## config.mk

```make
export PLATFORM = sky130hd
export DESIGN_NAME = zbt_eth_tx_streamer
export DESIGN_NICKNAME = d
export VERILOG_FILES = /design/src/rtl/zbt_tx_pkg.sv /design/src/rtl/zbt_tx_fifo.sv /design/src/rtl/zbt_eth_tx_streamer.sv
export SDC_FILE = /design/constraint.sdc
export NUM_CORES = 1
export LEC_CHECK = 0
export CORE_AREA = 2 2 209 211
export CTS_CLUSTER_DIAMETER = 30
export DETAILED_ROUTE_END_ITERATION = 12
export DIE_AREA = 0 0 211 213
export GPL_ROUTABILITY_DRIVEN = 0
export HOLD_SLACK_MARGIN = 0.02
export PLACE_DENSITY = 0.77
export SLEW_MARGIN = 0
export SYNTH_ARGS = -nofsm -noshare
export SYNTH_HDL_FRONTEND = slang
export SYNTH_HIERARCHICAL = 1
export SYNTH_SLANG_ARGS = --single-unit
```

## constraint.sdc

```tcl
create_clock -name clock -period 5.3 [get_ports clock]
set_clock_uncertainty 0.05 [all_clocks]
set_input_delay 0.795 -clock clock [delete_from_list [all_inputs] [get_ports clock]]
set_output_delay 0.795 -clock clock [all_outputs]
set_load 0.01 [all_outputs]
```

## src/rtl/zbt_tx_pkg.sv

```systemverilog
// Shared types and constants for the ZBT-to-Ethernet transmit streamer.
package zbt_tx_pkg;

    localparam int ADDR_W = 24;
    localparam int DATA_W = 32;
    localparam int AW1    = ADDR_W + 1;

    localparam int DEF_PKT_WORDS   = 256;
    localparam int DEF_FIFO_DEPTH  = 8;
    localparam int DEF_ZBT_LATENCY = 2;
    localparam int DEF_GAP_CYCLES  = 1024;

    typedef enum logic [2:0] {
        ST_IDLE,
        ST_FILL,
        ST_SEND,
        ST_DRAIN,
        ST_GAP
    } tx_state_e;

    // Last address of a packet starting at 'first', clipped to the range end.
    function automatic logic [ADDR_W-1:0] pkt_last(input logic [ADDR_W-1:0] first,
                                                   input logic [ADDR_W-1:0] last,
                                                   input int words);
        logic [AW1-1:0] lim;
        lim = {1'b0, first} + AW1'(words - 1);
        return (lim > {1'b0, last}) ? last : lim[ADDR_W-1:0];
    endfunction

endpackage

```

## src/rtl/zbt_tx_fifo.sv

```systemverilog
// Prefetch FIFO between ZBT read data and the Ethernet transmitter.
// Head reads as zero when empty; flush discards contents and any same-cycle push.
module zbt_tx_fifo
    import zbt_tx_pkg::*;
#(
    parameter int WIDTH = DATA_W,
    parameter int DEPTH = DEF_FIFO_DEPTH
) (
    input  logic                   clock,
    input  logic                   reset,
    input  logic                   flush,
    input  logic                   push,
    input  logic [WIDTH-1:0]       push_data,
    input  logic                   pop,
    output logic [WIDTH-1:0]       head,
    output logic [$clog2(DEPTH):0] count,
    output logic                   empty
);

    localparam int PTR_W = $clog2(DEPTH);
    localparam int CNT_W = PTR_W + 1;

    logic [WIDTH-1:0] mem [DEPTH];
    logic [PTR_W-1:0] wr_ptr;
    logic [PTR_W-1:0] rd_ptr;
    logic             full;
    logic             do_push;
    logic             do_pop;

    assign empty   = (count == '0);
    assign full    = (count == CNT_W'(DEPTH));
    assign do_pop  = pop & ~empty & ~flush;
    assign do_push = push & (~full | do_pop) & ~flush;
    assign head    = empty ? '0 : mem[rd_ptr];

    always_ff @(posedge clock) begin
        if (do_push) begin
            mem[wr_ptr] <= push_data;
        end
    end

    always_ff @(posedge clock) begin
        if (reset || flush) begin
            wr_ptr <= '0;
            rd_ptr <= '0;
            count  <= '0;
        end else begin
            if (do_push) begin
                wr_ptr <= wr_ptr + PTR_W'(1);
            end
            if (do_pop) begin
                rd_ptr <= rd_ptr + PTR_W'(1);
            end
            case ({do_push, do_pop})
                2'b10:   count <= count + CNT_W'(1);
                2'b01:   count <= count - CNT_W'(1);
                default: count <= count;
            endcase
        end
    end

endmodule

```

## src/rtl/zbt_eth_tx_streamer.sv

```systemverilog
// Streams a ZBT word range to the Ethernet transmitter as gap-separated packets.
// Optional running sum of transmitted words when ZBT_TX_CHECKSUM_EN is defined.
//
// state | meaning
// IDLE  | waiting for Start_I; read data ignored
// FILL  | prefetching the packet head into the FIFO
// SEND  | Start_send_O issued, waiting for Active_tx_I
// DRAIN | transmitter busy, FIFO kept topped up
// GAP   | inter-packet idle time, then next packet or Done_O
module zbt_eth_tx_streamer
    import zbt_tx_pkg::*;
#(
    parameter int PKT_WORDS   = DEF_PKT_WORDS,
    parameter int FIFO_DEPTH  = DEF_FIFO_DEPTH,
    parameter int ZBT_LATENCY = DEF_ZBT_LATENCY,
    parameter int GAP_CYCLES  = DEF_GAP_CYCLES
) (
    input  logic              clock,
    input  logic              reset,
    input  logic              Start_I,
    input  logic [ADDR_W-1:0] Range_begin_I,
    input  logic [ADDR_W-1:0] Range_end_I,
    output logic              Busy_O,
    output logic              Done_O,
    output logic              Error_O,
    input  logic              ZBT_ready_I,
    output logic              Read_req_O,
    output logic [ADDR_W-1:0] Address_O,
    input  logic [DATA_W-1:0] Read_data_I,
    input  logic              Read_valid_I,
    output logic              Start_send_O,
    output logic [ADDR_W-1:0] Pkt_begin_O,
    output logic [ADDR_W-1:0] Pkt_end_O,
    output logic [DATA_W-1:0] TX_data_O,
    input  logic              TX_read_ack_I,
    input  logic              Active_tx_I,
    input  logic              TX_error_I
`ifdef ZBT_TX_CHECKSUM_EN
    ,
    output logic [DATA_W-1:0] Checksum_O
`endif
);

    localparam int CNT_W = $clog2(FIFO_DEPTH) + 1;
    localparam int OUT_W = $clog2(FIFO_DEPTH + ZBT_LATENCY + 1);
    localparam int OCC_W = OUT_W + 1;
    localparam int GAP_W = $clog2(GAP_CYCLES + 1);

    tx_state_e         state;
    tx_state_e         state_nx;
    logic [AW1-1:0]    rd_addr;
    logic [ADDR_W-1:0] pkt_begin;
    logic [ADDR_W-1:0] pkt_end;
    logic [ADDR_W-1:0] range_end;
    logic [OUT_W-1:0]  outstanding;
    logic [GAP_W-1:0]  gap_cnt;
    logic [CNT_W-1:0]  fifo_count;
    logic              fifo_empty;
    logic [DATA_W-1:0] fifo_head;
    logic [OCC_W-1:0]  occupancy;
    logic [AW1-1:0]    pkt_len;
    logic [AW1-1:0]    fill_thr;
    logic              active;
    logic              push;
    logic              pop;
    logic              underrun;
    logic              abort;
    logic              read_acc;
    logic              fill_done;
    logic              gap_end;
    logic              start_ok;
    logic              start_bad;
    logic              send_go;
    logic              done_go;
    logic              next_pkt;

    assign active    = (state != ST_IDLE);
    // Valid data with nothing outstanding belongs to an aborted transfer.
    assign push      = active & Read_valid_I & (outstanding != '0);
    assign pop       = active & TX_read_ack_I & ~fifo_empty;
    assign underrun  = active & TX_read_ack_I & fifo_empty;
    assign abort     = active & (TX_error_I | underrun);
    assign occupancy = OCC_W'(fifo_count) + OCC_W'(outstanding);
    assign Read_req_O = active & (rd_addr <= {1'b0, pkt_end})
                        & (occupancy < OCC_W'(FIFO_DEPTH));
    assign read_acc  = Read_req_O & ZBT_ready_I;
    assign Address_O = rd_addr[ADDR_W-1:0];
    assign pkt_len   = {1'b0, pkt_end} - {1'b0, pkt_begin} + AW1'(1);
    assign fill_thr  = (pkt_len < AW1'(FIFO_DEPTH / 2)) ? pkt_len : AW1'(FIFO_DEPTH / 2);
    assign fill_done = (AW1'(fifo_count) >= fill_thr);
    assign gap_end   = (gap_cnt == GAP_W'(GAP_CYCLES - 1));
    assign Busy_O    = active;
    assign TX_data_O = fifo_head;
    assign Pkt_begin_O = pkt_begin;
    assign Pkt_end_O   = pkt_end;

    zbt_tx_fifo #(
        .WIDTH (DATA_W),
        .DEPTH (FIFO_DEPTH)
    ) u_fifo (
        .clock     (clock),
        .reset     (reset),
        .flush     (abort),
        .push      (push),
        .push_data (Read_data_I),
        .pop       (pop),
        .head      (fifo_head),
        .count     (fifo_count),
        .empty     (fifo_empty)
    );

    always_ff @(posedge clock) begin
        if (reset) begin
            state <= ST_IDLE;
        end else begin
            state <= state_nx;
        end
    end

    always_comb begin
        state_nx  = state;
        start_ok  = 1'b0;
        start_bad = 1'b0;
        send_go   = 1'b0;
        done_go   = 1'b0;
        next_pkt  = 1'b0;
        case (state)
            ST_IDLE: begin
                if (Start_I) begin
                    if (Range_end_I < Range_begin_I) begin
                        start_bad = 1'b1;
                    end else begin
                        start_ok = 1'b1;
                        state_nx = ST_FILL;
                    end
                end
            end
            ST_FILL: begin
                if (fill_done) begin
                    send_go  = 1'b1;
                    state_nx = ST_SEND;
                end
            end
            ST_SEND: begin
                if (Active_tx_I) begin
                    state_nx = ST_DRAIN;
                end
            end
            ST_DRAIN: begin
                if (!Active_tx_I) begin
                    state_nx = ST_GAP;
                end
            end
            ST_GAP: begin
                if (gap_end) begin
                    if (pkt_end == range_end) begin
                        done_go  = 1'b1;
                        state_nx = ST_IDLE;
                    end else begin
                        next_pkt = 1'b1;
                        state_nx = ST_FILL;
                    end
                end
            end
            default: state_nx = ST_IDLE;
        endcase
        if (abort) begin
            state_nx = ST_IDLE;
            send_go  = 1'b0;
            done_go  = 1'b0;
            next_pkt = 1'b0;
        end
    end

    always_ff @(posedge clock) begin
        if (reset) begin
            rd_addr      <= '0;
            pkt_begin    <= '0;
            pkt_end      <= '0;
            range_end    <= '0;
            outstanding  <= '0;
            gap_cnt      <= '0;
            Start_send_O <= 1'b0;
            Done_O       <= 1'b0;
            Error_O      <= 1'b0;
        end else begin
            Start_send_O <= send_go;
            Done_O       <= done_go;
            Error_O      <= abort | start_bad;
            if (start_ok) begin
                rd_addr   <= {1'b0, Range_begin_I};
                pkt_begin <= Range_begin_I;
                pkt_end   <= pkt_last(Range_begin_I, Range_end_I, PKT_WORDS);
                range_end <= Range_end_I;
            end else if (next_pkt) begin
                pkt_begin <= pkt_end + ADDR_W'(1);
                pkt_end   <= pkt_last(pkt_end + ADDR_W'(1), range_end, PKT_WORDS);
            end else if (read_acc) begin
                rd_addr <= rd_addr + AW1'(1);
            end
            if (state_nx == ST_IDLE) begin
                outstanding <= '0;
            end else begin
                outstanding <= outstanding + OUT_W'(read_acc) - OUT_W'(push);
            end
            gap_cnt <= (state == ST_GAP && state_nx == ST_GAP) ? gap_cnt + GAP_W'(1) : '0;
        end
    end

`ifdef ZBT_TX_CHECKSUM_EN
    always_ff @(posedge clock) begin
        if (reset) begin
            Checksum_O <= '0;
        end else if (state == ST_IDLE && Start_I) begin
            Checksum_O <= '0;
        end else if (pop) begin
            Checksum_O <= Checksum_O + fifo_head;
        end
    end
`endif

endmodule

```

# Word level (Yosys, flattened, before mapping)
# Memories as Yosys holds them, arrays and structs flattened. A register that Yosys moved wholly into a read port is not among the register bits.
# Index checks and enable logic that the tools add are counted.
# word_totals
regBits	128
latch_bits	0
ramBits	256
romBits	0
input_bits	88
wordCells	125
mem_count	1
# memory_table
memory	depth	width	rd	rd_clocked_by_memory_dff	wr	line	source
u_fifo.mem	8	32	1	1	1	zbt_tx_fifo.sv:23	logic [WIDTH-1:0] mem [DEPTH];
# op_classes
n_addsub	14
n_mul	0
div_mod_pow	0
order_cmp	7
eq_ne	11
shifts	0
muxes	37
bitwise	24
reduce_logical	17
# ops
op	count
2-to-1 mux 24 bit	9
adder 24 x 8 -> 25 bit, second input constant	2
adder 25 x 1 -> 25 bit, second input constant	2
> comparator 25 x 24 -> 1 bit	2
2-to-1 mux 32 bit	1
2-to-1 mux 3 bit	9
greater-or-equal comparator 4 x 25 -> 1 bit	1
<= comparator 25 x 24 -> 1 bit	1
less-than comparator 25 x 3 -> 1 bit, second input constant	1
2-to-1 mux 25 bit	1
subtractor 24 x 24 -> 25 bit	1
adder 24 x 1 -> 24 bit, second input constant	1
equality test 24 bit	1
less-than comparator 24 bit	1
2-to-1 mux 1 bit	15
one-hot mux 3 bit (5 select lines)	1
AND 1 bit	13
adder 11 x 1 -> 11 bit, second input constant	1
equality test 11 x 10 -> 1 bit, second input constant	1
inverter 1 bit	8
one-hot mux 4 bit (2 select lines)	1
adder 3 x 1 -> 3 bit, second input constant	2
equality test 3 x 2 -> 1 bit, second input constant	2
equality test 3 bit, second input constant	2
other kinds (23)	31

# Depth between registers and ports, before layout
# depth
depth_word	12
ltp_mapped	25

# By module
# The synthesis kept the hierarchy.
# by_module_without_submodules
module	instances	cells_each	area_per_inst_um2
zbt_eth_tx_streamer	1	1555	11969.0
zbt_tx_fifo	1	488	10490.1

# Least setup slack after synthesis
# No wires, ideal clock.
# synth_path
path_kind	register to register
start	reg u_fifo.count[1]
end	mem u_fifo/mem[0][0] (netlist bit), enable pin
arrival_time_ns	4.546
required_time_ns	4.749
setup_slack_ns	0.203
path_stages_with_launch	8
path_buffers	2
cell_sequence	dfxtp_1 buf_2 nor4_4 clkbuf_1 a21oi_1 nor2_1 nand2b_1 nor4_1
# synth_via
elab_chain_cells	11
# synth_rtl
item	line	source
start, declared	zbt_tx_fifo.sv:16	output logic [$clog2(DEPTH):0] count,
start signal, assigned	zbt_tx_fifo.sv:55	2'b10: count <= count + CNT_W'(1);
start signal, assigned	zbt_tx_fifo.sv:56	2'b01: count <= count - CNT_W'(1);
start signal, assigned	zbt_tx_fifo.sv:57	default: count <= count;
zero test 4 bit *	zbt_tx_fifo.sv:30	assign empty = (count == '0);
named net fifo_empty	zbt_eth_tx_streamer.sv:58	logic fifo_empty;
AND 1 bit *	zbt_eth_tx_streamer.sv:81	assign underrun = active & TX_read_ack_I & fifo_empty;
OR 1 bit *	zbt_eth_tx_streamer.sv:82	assign abort = active & (TX_error_I | underrun);
AND 1 bit *	zbt_eth_tx_streamer.sv:82	
named net abort	zbt_eth_tx_streamer.sv:67	logic abort;
inverter 1 bit *	zbt_tx_fifo.sv:32, zbt_tx_fifo.sv:33	
AND 1 bit	zbt_tx_fifo.sv:32	assign do_pop = pop & ~empty & ~flush;
OR 1 bit	zbt_tx_fifo.sv:33	assign do_push = push & (~full | do_pop) & ~flush;
AND 1 bit	zbt_tx_fifo.sv:33	
AND 1 bit *	zbt_tx_fifo.sv:33	
2-to-1 mux 1 bit *	zbt_tx_fifo.sv:37	if (do_push) begin
2-to-1 mux 1 bit (not written as such) *	zbt_tx_fifo.sv:38	mem[wr_ptr] <= push_data;
end, declared	zbt_tx_fifo.sv:23	
# The timed path passes the listed nets; every way through them passes the cells marked *.

# Worst setup path in the final report
# layout_path
start	reg pkt_end[1], in the netlist Pkt_end_O[1]
end	reg outstanding[3]
# layout_via
elab_chain_cells	10
# layout_rtl
item	line	source
start, declared	zbt_eth_tx_streamer.sv:53	logic [ADDR_W-1:0] pkt_end;
start signal, assigned	zbt_eth_tx_streamer.sv:193	pkt_end <= pkt_last(Range_begin_I, Range_end_I, PKT_WORDS);
start signal, assigned	zbt_eth_tx_streamer.sv:197	pkt_end <= pkt_last(pkt_end + ADDR_W'(1), range_end, PKT_WORDS);
subtractor 24 x 24 -> 25 bit	zbt_eth_tx_streamer.sv:88	assign pkt_len = {1'b0, pkt_end} - {1'b0, pkt_begin} + AW1'(1);
adder 25 x 1 -> 25 bit	zbt_eth_tx_streamer.sv:88	
less-than comparator 25 x 3 -> 1 bit	zbt_eth_tx_streamer.sv:89	assign fill_thr = (pkt_len < AW1'(FIFO_DEPTH / 2)) ? pkt_len : AW1'(FIFO_DEPTH / 2);
2-to-1 mux 25 bit	zbt_eth_tx_streamer.sv:89	
greater-or-equal comparator 4 x 25 -> 1 bit	zbt_eth_tx_streamer.sv:90	assign fill_done = (AW1'(fifo_count) >= fill_thr);
2-to-1 mux 3 bit	zbt_eth_tx_streamer.sv:139	if (fill_done) begin
one-hot mux 3 bit (5 select lines)	zbt_eth_tx_streamer.sv:127	case (state)
2-to-1 mux 3 bit	zbt_eth_tx_streamer.sv:167	if (abort) begin
zero test 3 bit	zbt_eth_tx_streamer.sv:201	if (state_nx == ST_IDLE) begin
OR reduction 2 bit (no line)	-	
end signal, assigned	zbt_eth_tx_streamer.sv:204	outstanding <= outstanding + OUT_W'(read_acc) - OUT_W'(push);
end, declared	zbt_eth_tx_streamer.sv:55	logic [OUT_W-1:0] outstanding;
# Parallel ways exist; a longest one is shown, timed or not.
# A chain may end at the register's enable or synchronous reset.

==> out/metrics.csv <==
stage,metric,value,unit
outcome,status,"complete, no violations",
clocking,depth of the CTS H-tree,3,
route,number of nets with antenna violations after detailed routing,0,
finish,fin area,28100,um^2
finish,area taken by flip-flops and latches,10300,um^2
route,Via-to-Cell Ratio,6.33,
setup_path,"critical path, cell by cell",inv_1 -> ha_1 -> inv_1 -> ha_2 -> fa_2 -> a211oi_4 -> o21ai_2 -> a21oi_2 -> a21boi_1 -> o21ai_1 -> nand2b_1 -> a211o_1 -> a2111oi_4 -> buf_4 -> and3_1 -> ha_1 -> nand2b_1 -> a21o_1 -> a21o_1 -> a21oi_2 -> nand2b_4 -> a21oi_1 -> o311ai_4 -> nor2_1,
floorplanning,initial cell density of the core,0.526,
yosys,combined area of all synthesized cells,22500,um^2
finish,layout cells sized above 1,0.154,
yosys,prevailing post-synth register cell,edfxtp_1,
yosys,Yosys reg bits,387,
placement,placed wire-length estimate after detailed placement,46200,um
finish,Antenna Diode Count,0,
floorplanning,chip height,213,um
clocking,CTS Hold Bufs,0,
yosys,"Avg Cell Area, Syn",11.0,um^2
timing,"Min Clock Period, post-route",5.11,ns
yosys,Yosys Warn Count,6,
setup_path,type of the worst setup path,reg2reg,
floorplanning,core region area,42700,um^2
yosys,portion of the post-synthesis area used by sequential elements,0.459,
worst_hold_path,Worst Min Path Start,gap_cnt[0],
timing,final setup violation count,0,
clocking,insertion delay to the later sink of the worst-skew pair,0.63,ns
floorplanning,Core Rows,76,
setup_path,largest fanout of any net on the critical path,4,
global_routing,GR Util All Layers,0.311,
route,DR pass1 iterations,6,
worst_hold_path,path type of the worst min-delay path,reg2reg,
timing,total negative slack,0,ns
yosys,syn nets,2297,
route,detailed-route via count,18292,
route,drt drc,0,
floorplanning,Horiz. Die Dim,211,um
route,average wire per standard cell,24.1,um
setup_path,reg-to-reg critical path startpoint,Pkt_end_O[1],
power,leakage,0.0101,uW
timing,Max Clock Freq,196,MHz
clocking,CTS Root Buffer Type,clkbuf_16,
yosys,area fraction of the dominant cell type after synthesis,0.342,
floorplanning,die outline area,44900,um^2
yosys,number of standard cells after synthesis,2043,
timing,number of max-slew violations in the final report,0,
run,number of maximum-capacitance violations,0,
power,power consumption,10200,uW
yosys,cell type contributing the most total cell area after synthesis,edfxtp_1,
finish,area used by multi-input combinational logic,11000,um^2
yosys,Area contributors post-synth,"edfxtp_1 (34%), dfxtp_1 (12%), ha_1 (9.1%)",
global_routing,vias in the first global route,18344,
setup_path,Crit. End Element,flip-flop,
power,pwr dens,362,nW/um^2
clocking,"Clk pin slew, worst setup/hold paths",0.05,ns
power,worst supply voltage drop on vdd,391,uV
setup_path,"Data required, critical path",5.73,ns
timing,worst slew pin tran,0.952,ns
clocking,CTS tree,yes,
timing,total count of hold-check failures in the final report,0,
global_routing,largest net degree at the start of global routing,67,
finish,# nets final,2534,
yosys,count of distinct cell types in the synthesized netlist,97,
route,1st-iter DRT viols,1948,
global_routing,wire length of the first global-routing pass,106000,um
yosys,top-count cell post-synth,edfxtp_1,
finish,area delta synth->final,24.9,%
finish,FILL cells,3032,
timing,headroom to the max-slew limit,0.364,
yosys,Commonest cells post-synth,"edfxtp_1 (256), ha_1 (164), inv_1 (156)",
clocking,clock sink total,387,
yosys,count of flip-flops with a built-in enable after synthesis,256,
global_routing,total global routing overflow,0,
setup_path,slowest library cell on the worst path,fa_2,
placement,DP Area,25100,um^2
yosys,fraction of registers with async set/reset,0,
route,"wirelength, routed",69700,um
setup_path,"Arr. time, crit path",5.55,ns
floorplanning,I/O pins,197,
clocking,total CTS buffers,81,
setup_path,type of origin of the critical path,flip-flop,
setup_path,biggest cell delay along the critical path,0.41,ns
global_routing,antenna violations before repair,2,
setup_path,worst setup path startpoint,Pkt_end_O[1],
finish,post-layout util,0.657,
placement,number of buffer cells added on primary ports,196,
clocking,maximum buffer depth of the clock tree,3,
timing,post-route clock period utilization,0.965,
[cells in the final DEF, fill, tap and decap left out, types with 13 or more instances in the layout]
master,instances
mux2i_1,52
o21ai_0,38
or3_1,14
nand4_1,37
a22oi_1,26
a211oi_1,15
edfxtp_1,256
clkbuf_1,13
clkbuf_16,81
clkdlybuf4s50_1,195
nand3_1,73
dfxtp_1,127
xnor2_1,82
and3_1,21
mux4_2,63
mux2_2,17
nor3_1,25
a21o_1,18
buf_4,75
ha_1,162
o22ai_1,20
nor4_1,14
xor2_1,36
inv_1,156
a31oi_1,27
nand2b_1,16
o211ai_1,13
nand2_1,146
a32oi_1,13
nor2_1,142
a21oi_1,110
[final cells by class]
type,instances,area share
Clock buffer,99,0.0764
Clock inverter,49,0.0252
Inverter,157,0.0210
Multi-Input combinational cell,1379,0.393
Sequential cell,387,0.368
Tap cell,546,0.0243
Timing Repair Buffer,274,0.0925
[metrics by stage]
step                      cells  hold slack [ns]  worst slack, ns
final                      2891            0.405            0.186
after floorplan            2043            0.380            0.203
after CTS                  2889            0.413           0.0297
after global placement     2741            0.392           0.0932
after detailed placement   2741            0.403           -0.140
after global routing       2891            0.446          -0.0370
[power by group]
| group | internal [uW] | switching, uW | total [uW] | leakage, uW |
|---|---|---|---|---|
| Sequential | 3270 | 66.7 | 3330 | 0.00337 |
| Clock | 3420 | 1800 | 5210 | 0.00136 |
| Combinational | 674 | 952 | 1630 | 0.00541 |
| Total | 7360 | 2810 | 10200 | 0.0101 |
[routing by layer]
layer	wire, um	track usage
met1	25700	0.365
met2	33500	0.513
met3	5920	0.0734
met4	4630	0.203
met5	12	0
[logic make-up after synthesis]
logic type,Yosys count,share of synthesized area
AOI/OAI and AO/OA,388,0.118
xor gates and xnor gates,119,0.0472
adders and majority gates,166,0.0931
buffers and inverters,277,0.0579
DFF,387,0.459
muxes,133,0.0960
other,1,0.000167
and+or+nand+nor,572,0.129
[critical path: cells and delay by family (launching register included)]
family	cells	cell delay [ns]
compound gates	12	2.53
simple gates	5	0.65
flops	1	0.33
buf+inv	3	0.29
fa+ha+maj	4	1.10
[flip-flops by register name (all words and copies together) (netlist names), 3 cells and up, named ones only]
signal,flops
Pkt_begin_O,24
Pkt_end_O,24
gap_cnt,11
outstanding,4
range_end,24
rd_addr,25
state,3
u_fifo/count,4
u_fifo/mem,256
u_fifo/rd_ptr,3
u_fifo/wr_ptr,3
[repair_timing]
action | in CTS | in global routing
setup buffers | 0 | 2
pin swaps | 3 | 12
hold endpoints to repair | 0 | 0
gates resized for setup | 5 | 22
endpoints found under the setup margin | 4 | 30
[worst paths after layout]
path	endpoint	slack [ns]	cells after the start
worst max-delay path	outstanding[3]	0.19	24
worst min-delay path	gap_cnt[0]	0.41	1
worst min register to register	gap_cnt[0]	0.41	1
worst max register to register	outstanding[3]	0.19	24
No activity file was read; power rests on OpenSTA's default activity.
